[config.mk]
export PLATFORM = sky130hd
export DESIGN_NAME = alarm_mode_controller_flat
export DESIGN_NICKNAME = d
export VERILOG_FILES = /design/src/rtl/alarm_ctrl_pkg.sv /design/src/rtl/alarm_mode_controller_if.sv /design/src/rtl/btn_edge_detect.sv /design/src/rtl/alarm_mode_controller.sv /design/src/flat_wrapper.sv
export SDC_FILE = /design/constraint.sdc
export NUM_CORES = 1
export LEC_CHECK = 0
export ABC_AREA = 1
export ABC_CLOCK_PERIOD_IN_PS = 2690
export CORE_AREA = 8 8 97 77
export CTS_BUF_LIST = sky130_fd_sc_hd__clkbuf_16
export DETAILED_ROUTE_END_ITERATION = 10
export DIE_AREA = 0 0 105 85
export DONT_BUFFER_PORTS = 1
export GPL_ROUTABILITY_DRIVEN = 0
export PLACE_DENSITY = 0.4
export SLEW_MARGIN = 20
export SYNTH_ARGS = -nofsm -noshare
export SYNTH_HDL_FRONTEND = slang
export SYNTH_SLANG_ARGS = --single-unit
[constraint.sdc]
create_clock -name funct_clk -period 2.69 [get_ports funct_clk]
set_input_delay 0.4035 -clock funct_clk [delete_from_list [all_inputs] [get_ports funct_clk]]
set_output_delay 0.4035 -clock funct_clk [all_outputs]
set_load 0.01 [all_outputs]
[src/rtl/alarm_ctrl_pkg.sv]
`default_nettype none
// +----------------------------------------------------------------------------+
// | alarm_ctrl_pkg : state codes, counter widths, adjust-field step helpers     |
// | Rev 1.0                                                                     |
// +----------------------------------------------------------------------------+
package alarm_ctrl_pkg;

   typedef logic [2:0] state_t;

   localparam state_t S_CLOCK   = 3'd0;
   localparam state_t S_ADJ_TH  = 3'd1;
   localparam state_t S_ADJ_TM  = 3'd2;
   localparam state_t S_ADJ_AH  = 3'd3;
   localparam state_t S_ADJ_AM  = 3'd4;
   localparam state_t S_RINGING = 3'd5;
   localparam state_t S_SNOOZE  = 3'd6;

   localparam int RING_CNT_W   = 6;
   localparam int SNOOZE_CNT_W = 3;

   function automatic state_t adj_next(input state_t s);
      case (s)
         S_ADJ_TH: return S_ADJ_TM;
         S_ADJ_TM: return S_ADJ_AH;
         S_ADJ_AH: return S_ADJ_AM;
         default:  return S_ADJ_TH;
      endcase
   endfunction

   function automatic state_t adj_prev(input state_t s);
      case (s)
         S_ADJ_TH: return S_ADJ_AM;
         S_ADJ_AM: return S_ADJ_AH;
         S_ADJ_AH: return S_ADJ_TM;
         default:  return S_ADJ_TH;
      endcase
   endfunction

endpackage
`default_nettype wire

[src/rtl/alarm_mode_controller_if.sv]
`default_nettype none
// +----------------------------------------------------------------------------+
// | alarm_mode_controller_if : button/flag inputs and datapath control outputs  |
// | Rev 1.0                                                                     |
// +----------------------------------------------------------------------------+
interface alarm_mode_controller_if;
   logic       sec_tick;
   logic       btn_mode;
   logic       btn_left;
   logic       btn_right;
   logic       btn_snooze;
   logic       btn_stop;
   logic       alarm_sw;
   logic       Z;
   logic       z_s;
   logic       adjust;
   logic       ENTH;
   logic       ENTM;
   logic       ENAH;
   logic       ENAM;
   logic       ENS;
   logic       snooze_rst;
   logic       snoozeEN;
   logic       buzzer;
   logic       ringing;
   logic [2:0] mode;

   modport master (
      output sec_tick, btn_mode, btn_left, btn_right, btn_snooze, btn_stop, alarm_sw, Z, z_s,
      input  adjust, ENTH, ENTM, ENAH, ENAM, ENS, snooze_rst, snoozeEN, buzzer, ringing, mode
   );

   modport slave (
      input  sec_tick, btn_mode, btn_left, btn_right, btn_snooze, btn_stop, alarm_sw, Z, z_s,
      output adjust, ENTH, ENTM, ENAH, ENAM, ENS, snooze_rst, snoozeEN, buzzer, ringing, mode
   );
endinterface
`default_nettype wire

[src/rtl/btn_edge_detect.sv]
`default_nettype none
// +----------------------------------------------------------------------------+
// | btn_edge_detect : one-cycle rising-edge pulses for a vector of levels       |
// | Rev 1.0                                                                     |
// +----------------------------------------------------------------------------+
module btn_edge_detect #(
   parameter int W = 5
) (
   input  wire logic         funct_clk,
   input  wire logic         rst,
   input  wire logic [W-1:0] i_level,
   output logic      [W-1:0] o_rise
);
   logic [W-1:0] r_prev;

   always_ff @(posedge funct_clk or negedge rst) begin
      if (!rst) r_prev <= '0;
      else      r_prev <= i_level;
   end

   assign o_rise = i_level & ~r_prev;
endmodule
`default_nettype wire

[src/rtl/alarm_mode_controller.sv]
`default_nettype none
// +----------------------------------------------------------------------------+
// | alarm_mode_controller : mode/adjust sequencing, alarm ring, snooze, timeout |
// | Rev 1.0                                                                     |
// +----------------------------------------------------------------------------+
module alarm_mode_controller
   import alarm_ctrl_pkg::*;
#(
   parameter int RING_TIMEOUT = 60,
   parameter int MAX_SNOOZE   = 3
) (
   input wire logic               funct_clk,
   input wire logic               rst,
   alarm_mode_controller_if.slave bus
);
   localparam logic [RING_CNT_W-1:0]   c_ring_last  = RING_CNT_W'(RING_TIMEOUT - 1);
   localparam logic [SNOOZE_CNT_W-1:0] c_snooze_max = SNOOZE_CNT_W'(MAX_SNOOZE);

   state_t                  r_state;
   logic [RING_CNT_W-1:0]   r_ring_cnt;
   logic [SNOOZE_CNT_W-1:0] r_snooze_cnt;
   logic                    r_z_q;
   logic                    r_buzzer;
   logic                    r_snooze_rst;
   logic [4:0]              w_rise;
   logic                    w_z_rise;

   btn_edge_detect #(.W(5)) u_btn_edge (
      .funct_clk (funct_clk),
      .rst       (rst),
      .i_level   ({bus.btn_stop, bus.btn_snooze, bus.btn_right, bus.btn_left, bus.btn_mode}),
      .o_rise    (w_rise)
   );

   assign w_z_rise = bus.Z & ~r_z_q;

   // r_z_q resets high so a match already present when reset releases is not an alarm event
   always_ff @(posedge funct_clk or negedge rst) begin
      if (!rst) begin
         r_state      <= S_CLOCK;
         r_ring_cnt   <= '0;
         r_snooze_cnt <= '0;
         r_z_q        <= 1'b1;
         r_buzzer     <= 1'b0;
         r_snooze_rst <= 1'b0;
      end else begin
         r_z_q        <= bus.Z;
         r_snooze_rst <= 1'b0;
         case (r_state)
            S_CLOCK: begin
               if (w_rise[0]) begin
                  r_state <= S_ADJ_TH;
               end else if (w_z_rise && bus.alarm_sw) begin
                  r_state      <= S_RINGING;
                  r_ring_cnt   <= '0;
                  r_snooze_cnt <= '0;
                  r_buzzer     <= 1'b0;
               end
            end
            S_ADJ_TH, S_ADJ_TM, S_ADJ_AH, S_ADJ_AM: begin
               if (w_rise[0])                    r_state <= S_CLOCK;
               else if (w_rise[2] && !w_rise[1]) r_state <= adj_next(r_state);
               else if (w_rise[1] && !w_rise[2]) r_state <= adj_prev(r_state);
            end
            S_RINGING: begin
               if (w_rise[4] || !bus.alarm_sw) begin
                  r_state      <= S_CLOCK;
                  r_ring_cnt   <= '0;
                  r_snooze_cnt <= '0;
                  r_buzzer     <= 1'b0;
               end else if (w_rise[3] && (r_snooze_cnt < c_snooze_max)) begin
                  r_state      <= S_SNOOZE;
                  r_snooze_cnt <= r_snooze_cnt + SNOOZE_CNT_W'(1);
                  r_snooze_rst <= 1'b1;
                  r_buzzer     <= 1'b0;
               end else if (bus.sec_tick) begin
                  if (r_ring_cnt == c_ring_last) begin
                     r_state      <= S_CLOCK;
                     r_ring_cnt   <= '0;
                     r_snooze_cnt <= '0;
                     r_buzzer     <= 1'b0;
                  end else begin
                     if (r_ring_cnt != '1) r_ring_cnt <= r_ring_cnt + RING_CNT_W'(1);
                     r_buzzer <= ~r_buzzer;
                  end
               end
            end
            S_SNOOZE: begin
               if (w_rise[4] || !bus.alarm_sw) begin
                  r_state      <= S_CLOCK;
                  r_ring_cnt   <= '0;
                  r_snooze_cnt <= '0;
                  r_snooze_rst <= 1'b1;
                  r_buzzer     <= 1'b0;
               end else if (bus.z_s) begin
                  r_state    <= S_RINGING;
                  r_ring_cnt <= '0;
               end
            end
            default: r_state <= S_CLOCK;
         endcase
      end
   end

   assign bus.adjust     = (r_state == S_ADJ_TH) || (r_state == S_ADJ_TM) ||
                           (r_state == S_ADJ_AH) || (r_state == S_ADJ_AM);
   assign bus.ENTH       = (r_state == S_ADJ_TH);
   assign bus.ENTM       = (r_state == S_ADJ_TM);
   assign bus.ENAH       = (r_state == S_ADJ_AH);
   assign bus.ENAM       = (r_state == S_ADJ_AM);
   assign bus.ENS        = (r_state == S_ADJ_TH) || (r_state == S_ADJ_TM);
   assign bus.snoozeEN   = (r_state == S_SNOOZE);
   assign bus.ringing    = (r_state == S_RINGING) || (r_state == S_SNOOZE);
   assign bus.buzzer     = r_buzzer;
   assign bus.snooze_rst = r_snooze_rst;
   assign bus.mode       = r_state;
endmodule
`default_nettype wire

[src/flat_wrapper.sv]
// flat-port wrapper written by rule: the top's interface ports become plain ports
module alarm_mode_controller_flat import alarm_ctrl_pkg::*;
#(
   parameter int RING_TIMEOUT = 60,
   parameter int MAX_SNOOZE   = 3
)
  (funct_clk, rst, bus_sec_tick, bus_btn_mode, bus_btn_left, bus_btn_right, bus_btn_snooze, bus_btn_stop, bus_alarm_sw, bus_Z, bus_z_s, bus_adjust, bus_ENTH, bus_ENTM, bus_ENAH, bus_ENAM, bus_ENS, bus_snooze_rst, bus_snoozeEN, bus_buzzer, bus_ringing, bus_mode);
  alarm_mode_controller_if bus_i ();
  input wire logic funct_clk;
  input wire logic rst;
  input wire logic [$bits(bus_i.sec_tick)-1:0] bus_sec_tick;
  input wire logic [$bits(bus_i.btn_mode)-1:0] bus_btn_mode;
  input wire logic [$bits(bus_i.btn_left)-1:0] bus_btn_left;
  input wire logic [$bits(bus_i.btn_right)-1:0] bus_btn_right;
  input wire logic [$bits(bus_i.btn_snooze)-1:0] bus_btn_snooze;
  input wire logic [$bits(bus_i.btn_stop)-1:0] bus_btn_stop;
  input wire logic [$bits(bus_i.alarm_sw)-1:0] bus_alarm_sw;
  input wire logic [$bits(bus_i.Z)-1:0] bus_Z;
  input wire logic [$bits(bus_i.z_s)-1:0] bus_z_s;
  output wire logic [$bits(bus_i.adjust)-1:0] bus_adjust;
  output wire logic [$bits(bus_i.ENTH)-1:0] bus_ENTH;
  output wire logic [$bits(bus_i.ENTM)-1:0] bus_ENTM;
  output wire logic [$bits(bus_i.ENAH)-1:0] bus_ENAH;
  output wire logic [$bits(bus_i.ENAM)-1:0] bus_ENAM;
  output wire logic [$bits(bus_i.ENS)-1:0] bus_ENS;
  output wire logic [$bits(bus_i.snooze_rst)-1:0] bus_snooze_rst;
  output wire logic [$bits(bus_i.snoozeEN)-1:0] bus_snoozeEN;
  output wire logic [$bits(bus_i.buzzer)-1:0] bus_buzzer;
  output wire logic [$bits(bus_i.ringing)-1:0] bus_ringing;
  output wire logic [$bits(bus_i.mode)-1:0] bus_mode;
  assign bus_i.sec_tick = bus_sec_tick;
  assign bus_i.btn_mode = bus_btn_mode;
  assign bus_i.btn_left = bus_btn_left;
  assign bus_i.btn_right = bus_btn_right;
  assign bus_i.btn_snooze = bus_btn_snooze;
  assign bus_i.btn_stop = bus_btn_stop;
  assign bus_i.alarm_sw = bus_alarm_sw;
  assign bus_i.Z = bus_Z;
  assign bus_i.z_s = bus_z_s;
  assign bus_adjust = bus_i.adjust;
  assign bus_ENTH = bus_i.ENTH;
  assign bus_ENTM = bus_i.ENTM;
  assign bus_ENAH = bus_i.ENAH;
  assign bus_ENAM = bus_i.ENAM;
  assign bus_ENS = bus_i.ENS;
  assign bus_snooze_rst = bus_i.snooze_rst;
  assign bus_snoozeEN = bus_i.snoozeEN;
  assign bus_buzzer = bus_i.buzzer;
  assign bus_ringing = bus_i.ringing;
  assign bus_mode = bus_i.mode;
  alarm_mode_controller #(.RING_TIMEOUT(RING_TIMEOUT), .MAX_SNOOZE(MAX_SNOOZE)) u_core (.funct_clk(funct_clk), .rst(rst), .bus(bus_i));
endmodule
# [After elaboration in Yosys (flattened, before gate mapping)]
# Index checks and enable logic that the tools add are counted.
[totals] out_inout_bits=13 register_bits=20 wordCells=95 inputBits=11
[op_classes] n_lt_le_gt_ge=1 n_reduce_logical=19 n_bitwise=5 add_sub_neg=2 eq_ne=19 muxes=42
[ops] operator="2-to-1 mux 6 bit" n=9
[ops] operator="2-to-1 mux 3 bit" n=16
[ops] operator="case mux 3 bit (3 select lines)" n=3
[ops] operator="case mux 6 bit (3 select lines)" n=1
[ops] operator="inequality test 3 x 2 -> 1 bit (second input constant)" n=4
[ops] operator="case mux 3 bit (4 select lines)" n=1
[ops] operator="2-to-1 mux 1 bit" n=10
[ops] operator="AND reduction 5 bit" n=2
[ops] operator="== test 3 bit (second input constant)" n=3
[ops] operator="inequality test 4 x 1 -> 1 bit (second input constant)" n=2
[ops] operator="inequality test 4 x 2 -> 1 bit (second input constant)" n=2
[ops] operator="AND reduction 7 bit" n=1
[ops] operator="adder 6 x 1 -> 6 bit (second input constant)" n=1
[ops] operator="== test 3 x 2 -> 1 bit (second input constant)" n=2
[ops] operator="== test 6 bit (second input constant)" n=1
[ops] operator="inequality test 6 bit (second input constant)" n=1
[ops] operator="AND reduction 6 bit" n=1
[ops] operator="AND 5 bit" n=1
[ops] operator="logical OR 1 bit" n=5
[ops] operator="NOT 5 bit" n=1
[ops] operator="logical AND 1 bit" n=4
[ops] operator="inequality test 2 x 1 -> 1 bit (second input constant)" n=2
[ops] operator="OR reduction 4 bit" n=1
[ops] operator="adder 3 x 1 -> 3 bit (second input constant)" n=1
[ops] operator="other kinds (10)" n=13

# [Depth between registers and ports, before layout]
[logic_depth] depth_word=8 ltp_mapped=11 depth_no_buf=10

# [By module]
# Synthesis repeated with hierarchy kept, for this count alone.
[unflattened] hier_cells=190 hier_area_um2=1350.0
[modules_own_cells] mod="alarm_mode_controller" cells_each=175 area_each_um2=1174.9 n_inst=1 seq_area_each_um2=376.6
[modules_own_cells] mod="btn_edge_detect" cells_each=15 area_each_um2=175.2 n_inst=1 seq_area_each_um2=125.1

# [Least setup slack after synthesis]
# Ideal clock, no wire load.
[synth_path] path_type="register to register" start="reg u_core.r_state[0] (netlist: u_core.bus.mode[0])" end="reg u_core.r_snooze_cnt[0]" path_buffers=1 setup_time_ps=117 setup_slack_ps=1267 synth_period_minus_slack_ps=1423 stages_incl_launch_ff=11 t_arrival_ps=1307 required_ps=2573 path_cell_list="dfrtp_1 -> buf_4 -> inv_2 -> nand3_2 -> clkinv_1 -> nand2_1 -> nand2_1 -> nor2_1 -> nand3_1 -> nand2_1 -> nand2_1"
[synth_between] elab_chain_cells=3 elab_cells_between_ends=11 classes_between="7 x eq/ne; 1 x mux; 3 x reduce/logical"
[synth_lines] item="start: declaration" line_no="alarm_mode_controller.sv:19" text="state_t r_state;"
[synth_lines] item="start signal: assignment" line_no="alarm_mode_controller.sv:62" text="else if (w_rise[2] && !w_rise[1]) r_state <= adj_next(r_state);"
[synth_lines] item="start signal: assignment" line_no="alarm_mode_controller.sv:63" text="else if (w_rise[1] && !w_rise[2]) r_state <= adj_prev(r_state);"
[synth_lines] item="== test 3 bit *"
[synth_lines] item="net bus_snoozeEN" line_no="flat_wrapper.sv:27" text="output wire logic [$bits(bus_i.snoozeEN)-1:0] bus_snoozeEN;"
[synth_lines] item="inequality test 2 x 1 -> 1 bit (no source line) or nonzero test 3 bit (tied branches)"
[synth_lines] item="AND reduction 6 bit (no source line)"
[synth_lines] item="end signal: assignment" line_no="alarm_mode_controller.sv:73" text="r_snooze_cnt <= r_snooze_cnt + SNOOZE_CNT_W'(1);"
[synth_lines] item="end: declaration" line_no="alarm_mode_controller.sv:21" text="logic [SNOOZE_CNT_W-1:0] r_snooze_cnt;"
# Mark *: on every way through the listed nets, which the timed path passes. The rest lies on a longest branch.
# A chain may end at the register's enable or synchronous reset.

# [Worst setup path after layout]
[layout_path] start="reg u_core.r_state[0] (netlist: u_core.bus.mode[0])" end="out bus_adjust"
[layout_between] elab_chain_cells=4 elab_cells_between_ends=7 classes_between="4 x eq/ne; 3 x reduce/logical"
[layout_lines] item="== test 3 x 1 -> 1 bit or == test 3 x 2 -> 1 bit (tied branches)" line_no="alarm_mode_controller.sv:105" text="assign bus.adjust = (r_state == S_ADJ_TH) || (r_state == S_ADJ_TM) ||"
[layout_lines] item="logical OR 1 bit (2 in series)" line_no="alarm_mode_controller.sv:105"
[layout_lines] item="logical OR 1 bit *" line_no="alarm_mode_controller.sv:106" text="(r_state == S_ADJ_AH) || (r_state == S_ADJ_AM);"
[layout_lines] item="end: declaration" line_no="flat_wrapper.sv:20" text="output wire logic [$bits(bus_i.adjust)-1:0] bus_adjust;"
# Every way passes the cells marked *; elsewhere a longest branch is shown, timed or not.

==> results.ini <==
[route]
ant_nets=0
vias=1115
viasPerCell=3.982
routed_wirelength_mm=3.394
drt_iter0_drc=52
dr.pass1.iters=4
wl_per_cell_um=12.12
drcViolationCount=0

[pwr]
p_leak_uw=0.0008488
peakVddDrop_mv=0.3129
powerDensity_nw_per_um2=858.7

[timing]
slew_viol_final=0
fin_crit_ns=1.775
slew_headroom=0.3679
hold_viol_final=0
setup-violations-final=0
whs_ns=0.1489
finalCritPeriodShare=0.6599
rsz0062_at_grt=no
maxClockFrequency_ghz=0.5633
skew_ns=0.002973
setup_tns_ns=0
worstMarginPinSlew_ns=0.9450

[synth]
synth_compound_area_frac=0.01845
yosysTopAreaCell=dfrtp_1
synth_area_um2=1424
synthMuxAreaShare=0
async_reset_ff_frac=1.000
synth_edf_count=0
synthTopCellsByCount=59 x nand2_1, 24 x inv_1, 24 x nand3_1
ys_seq_elements=20
synth_ff_type=dfrtp_1
synthAdderAreaFrac=0.02636
synth_most_common_cell=nand2_1
ys_types=26
syn_area_per_cell_um2=7.302
yosysSeqAreaShare=0.3524
synth_top_family_by_area=simple AND/OR/NAND/NOR gates
synth_top_area_frac=0.3339
synthSimpleGateAreaFrac=0.5009
synth_area_leaders=dfrtp_1 33%, nand2_1 16%, nand3_1 8.4%
syn_nets=209
ys.warnings.count=0
synth_xor_area_frac=0.01230
synth_cells=195

[worst_setup_path]
worstSetupEndpoint=bus_adjust
worstSetupEndpointType=primary output
worst_ep_required_time_ns=2.29
crit_type=register to primary output
r2r-end=u_core.r_snooze_cnt[1]
reg2reg_slack_ns=0.94
worst-path-max-fanout=11
critPathLaunch=u_core.bus.mode[0]
worstReg2RegStart=u_core.bus.mode[0]
crit_arrival_ns=1.37
critPathLaunchType=register
ff2ff_path_depth=9

[floorplan]
start_util=0.2371
die_area_um2=8925
die_width_um=105
chipHeight_um=85
core_area_um2=6006
rows=25
io_pins=24

[cells_and_area]
antenna_cells=0
stdcell_area_um2=1607
nets=214
drive_above_1_share=0.2060
area_growth_pct=12.83

[clocking]
clkSlewWorstSetupHoldPaths_ns=0.06
cts_tree=yes
clk_latency_ns=0.25
cts_setup_buffers=0
root_buffer=clkbuf_16
hold_buffers=1
cts.htree.levels=1
cts_resized=0
cts.sinks=20
numCtsBuffers=3
cts_max_path_buffers=2

[job]
cap_violations=0

[global_route]
grt_pass1_wl_mm=5.789
track_usage=0.08063
antenna_found_initial=0
grt_pass1_vias=1144
grt_remaining_overflow=0
grt_max_degree=21

[placed_design]
port_buffers=0
placed_area_um2=1518
dp_hpwl_mm=2.729

[status]
status=finished clean

[hold_path]
hold_path.class=input pin to register

==> worst min path at each step <==
| stage | from | endpoint | slack (ns) | cells past startpoint |
|---|---|---|---|---|
| after CTS | bus_Z | u_core.r_z_q | 0.14 | 0 |
| after global placement | rst | u_core.r_ring_cnt[2] | 0.11 | 0 |
| after detailed placement | rst | u_core.r_ring_cnt[2] | 0.11 | 0 |
| after global routing | bus_Z | u_core.r_z_q | 0.14 | 0 |
| final | bus_Z | u_core.r_z_q | 0.15 | 0 |
| after floorplan | rst | u_core.bus.buzzer | 0.11 | 0 |
==> area by class of cell <==
class / instances / area [um2]
sequential: 20 / 501.7
timing repair buffer: 1 / 10.01
tap: 81 / 101.3
fill: 665 / 4399
multi-input combinational: 142 / 794.5
clock buffer: 3 / 75.07
inverter: 32 / 120.1
clock inverter: 1 / 3.754
==> where the power goes <==
group,internal [uW],switching [uW]
clock network,198,112
logic,200,426
registers,343,101
total,741,639
==> cells by family after synthesis <==
logic type / count (synthesis)
buffers and inverters: 33
adders and majority gates: 3
and+or+nand+nor: 133
AOI/OAI and AO/OA: 4
xor gates and xnor gates: 2
DFF: 20
==> layout by cell type (no fill, tap or decap) <==
cell,netlist,layout
nand2_1,59,59
inv_1,24,24
nand3_1,24,24
dfrtp_1,19,19
nor2_1,17,17
nand2_2,12,12
inv_2,7,7
nand2_4,5,5
nand3_2,3,3
nor2_8,3,3
nor2_4,3,3
ha_1,3,3
clkbuf_16,0,3
clkinv_1,1,2
nor3_1,2,2
nor2_2,2,2
nand3_4,1,1
o21ai_0,1,1
or2_0,1,1
o21ai_1,1,1
o21ai_2,1,1
xnor2_1,1,1
xor2_1,1,1
o21bai_1,1,1
nand4_1,1,1
dlygate4sd3_1,0,1
dfstp_2,1,1
==> registers in the layout, indices dropped and copies added, names as in the netlist <==
name	count
u_core.r_ring_cnt	6
u_core.u_btn_edge.r_prev	5
u_core.bus.mode	3
u_core.r_snooze_cnt	3
u_core.bus.buzzer	1
u_core.bus.snooze_rst	1
u_core.r_z_q	1
==> metal layers <==
metal  routed length (um)  vias up  GRT usage
li1                     -      606          -
met5                    0        -          0
met2                 1356       14     0.1160
met1                 1809      493     0.1090
met4                   17        0    0.01550
met3                  211        2    0.03407
==> worst max-delay path: stages (launching register included) <==
cell and delay (ns):
dfrtp_1 0.56, nor2_2 0.23, nand2_1 0.12, nand2_1 0.21
==> through the flow <==
stage	cells	setup WS (ns)	util	total power (uW)
final	280	0.9148	0.2675	1380
after global routing	280	0.7431	0.2675	1496
after CTS	280	0.8877	0.2675	1409
after detailed placement	275	0.9058	0.2527	1084
after global placement	275	0.9619	0.2527	1090
after floorplan	195	1.267	-	954.8
Note: power is estimated with default switching activity, not from simulation.
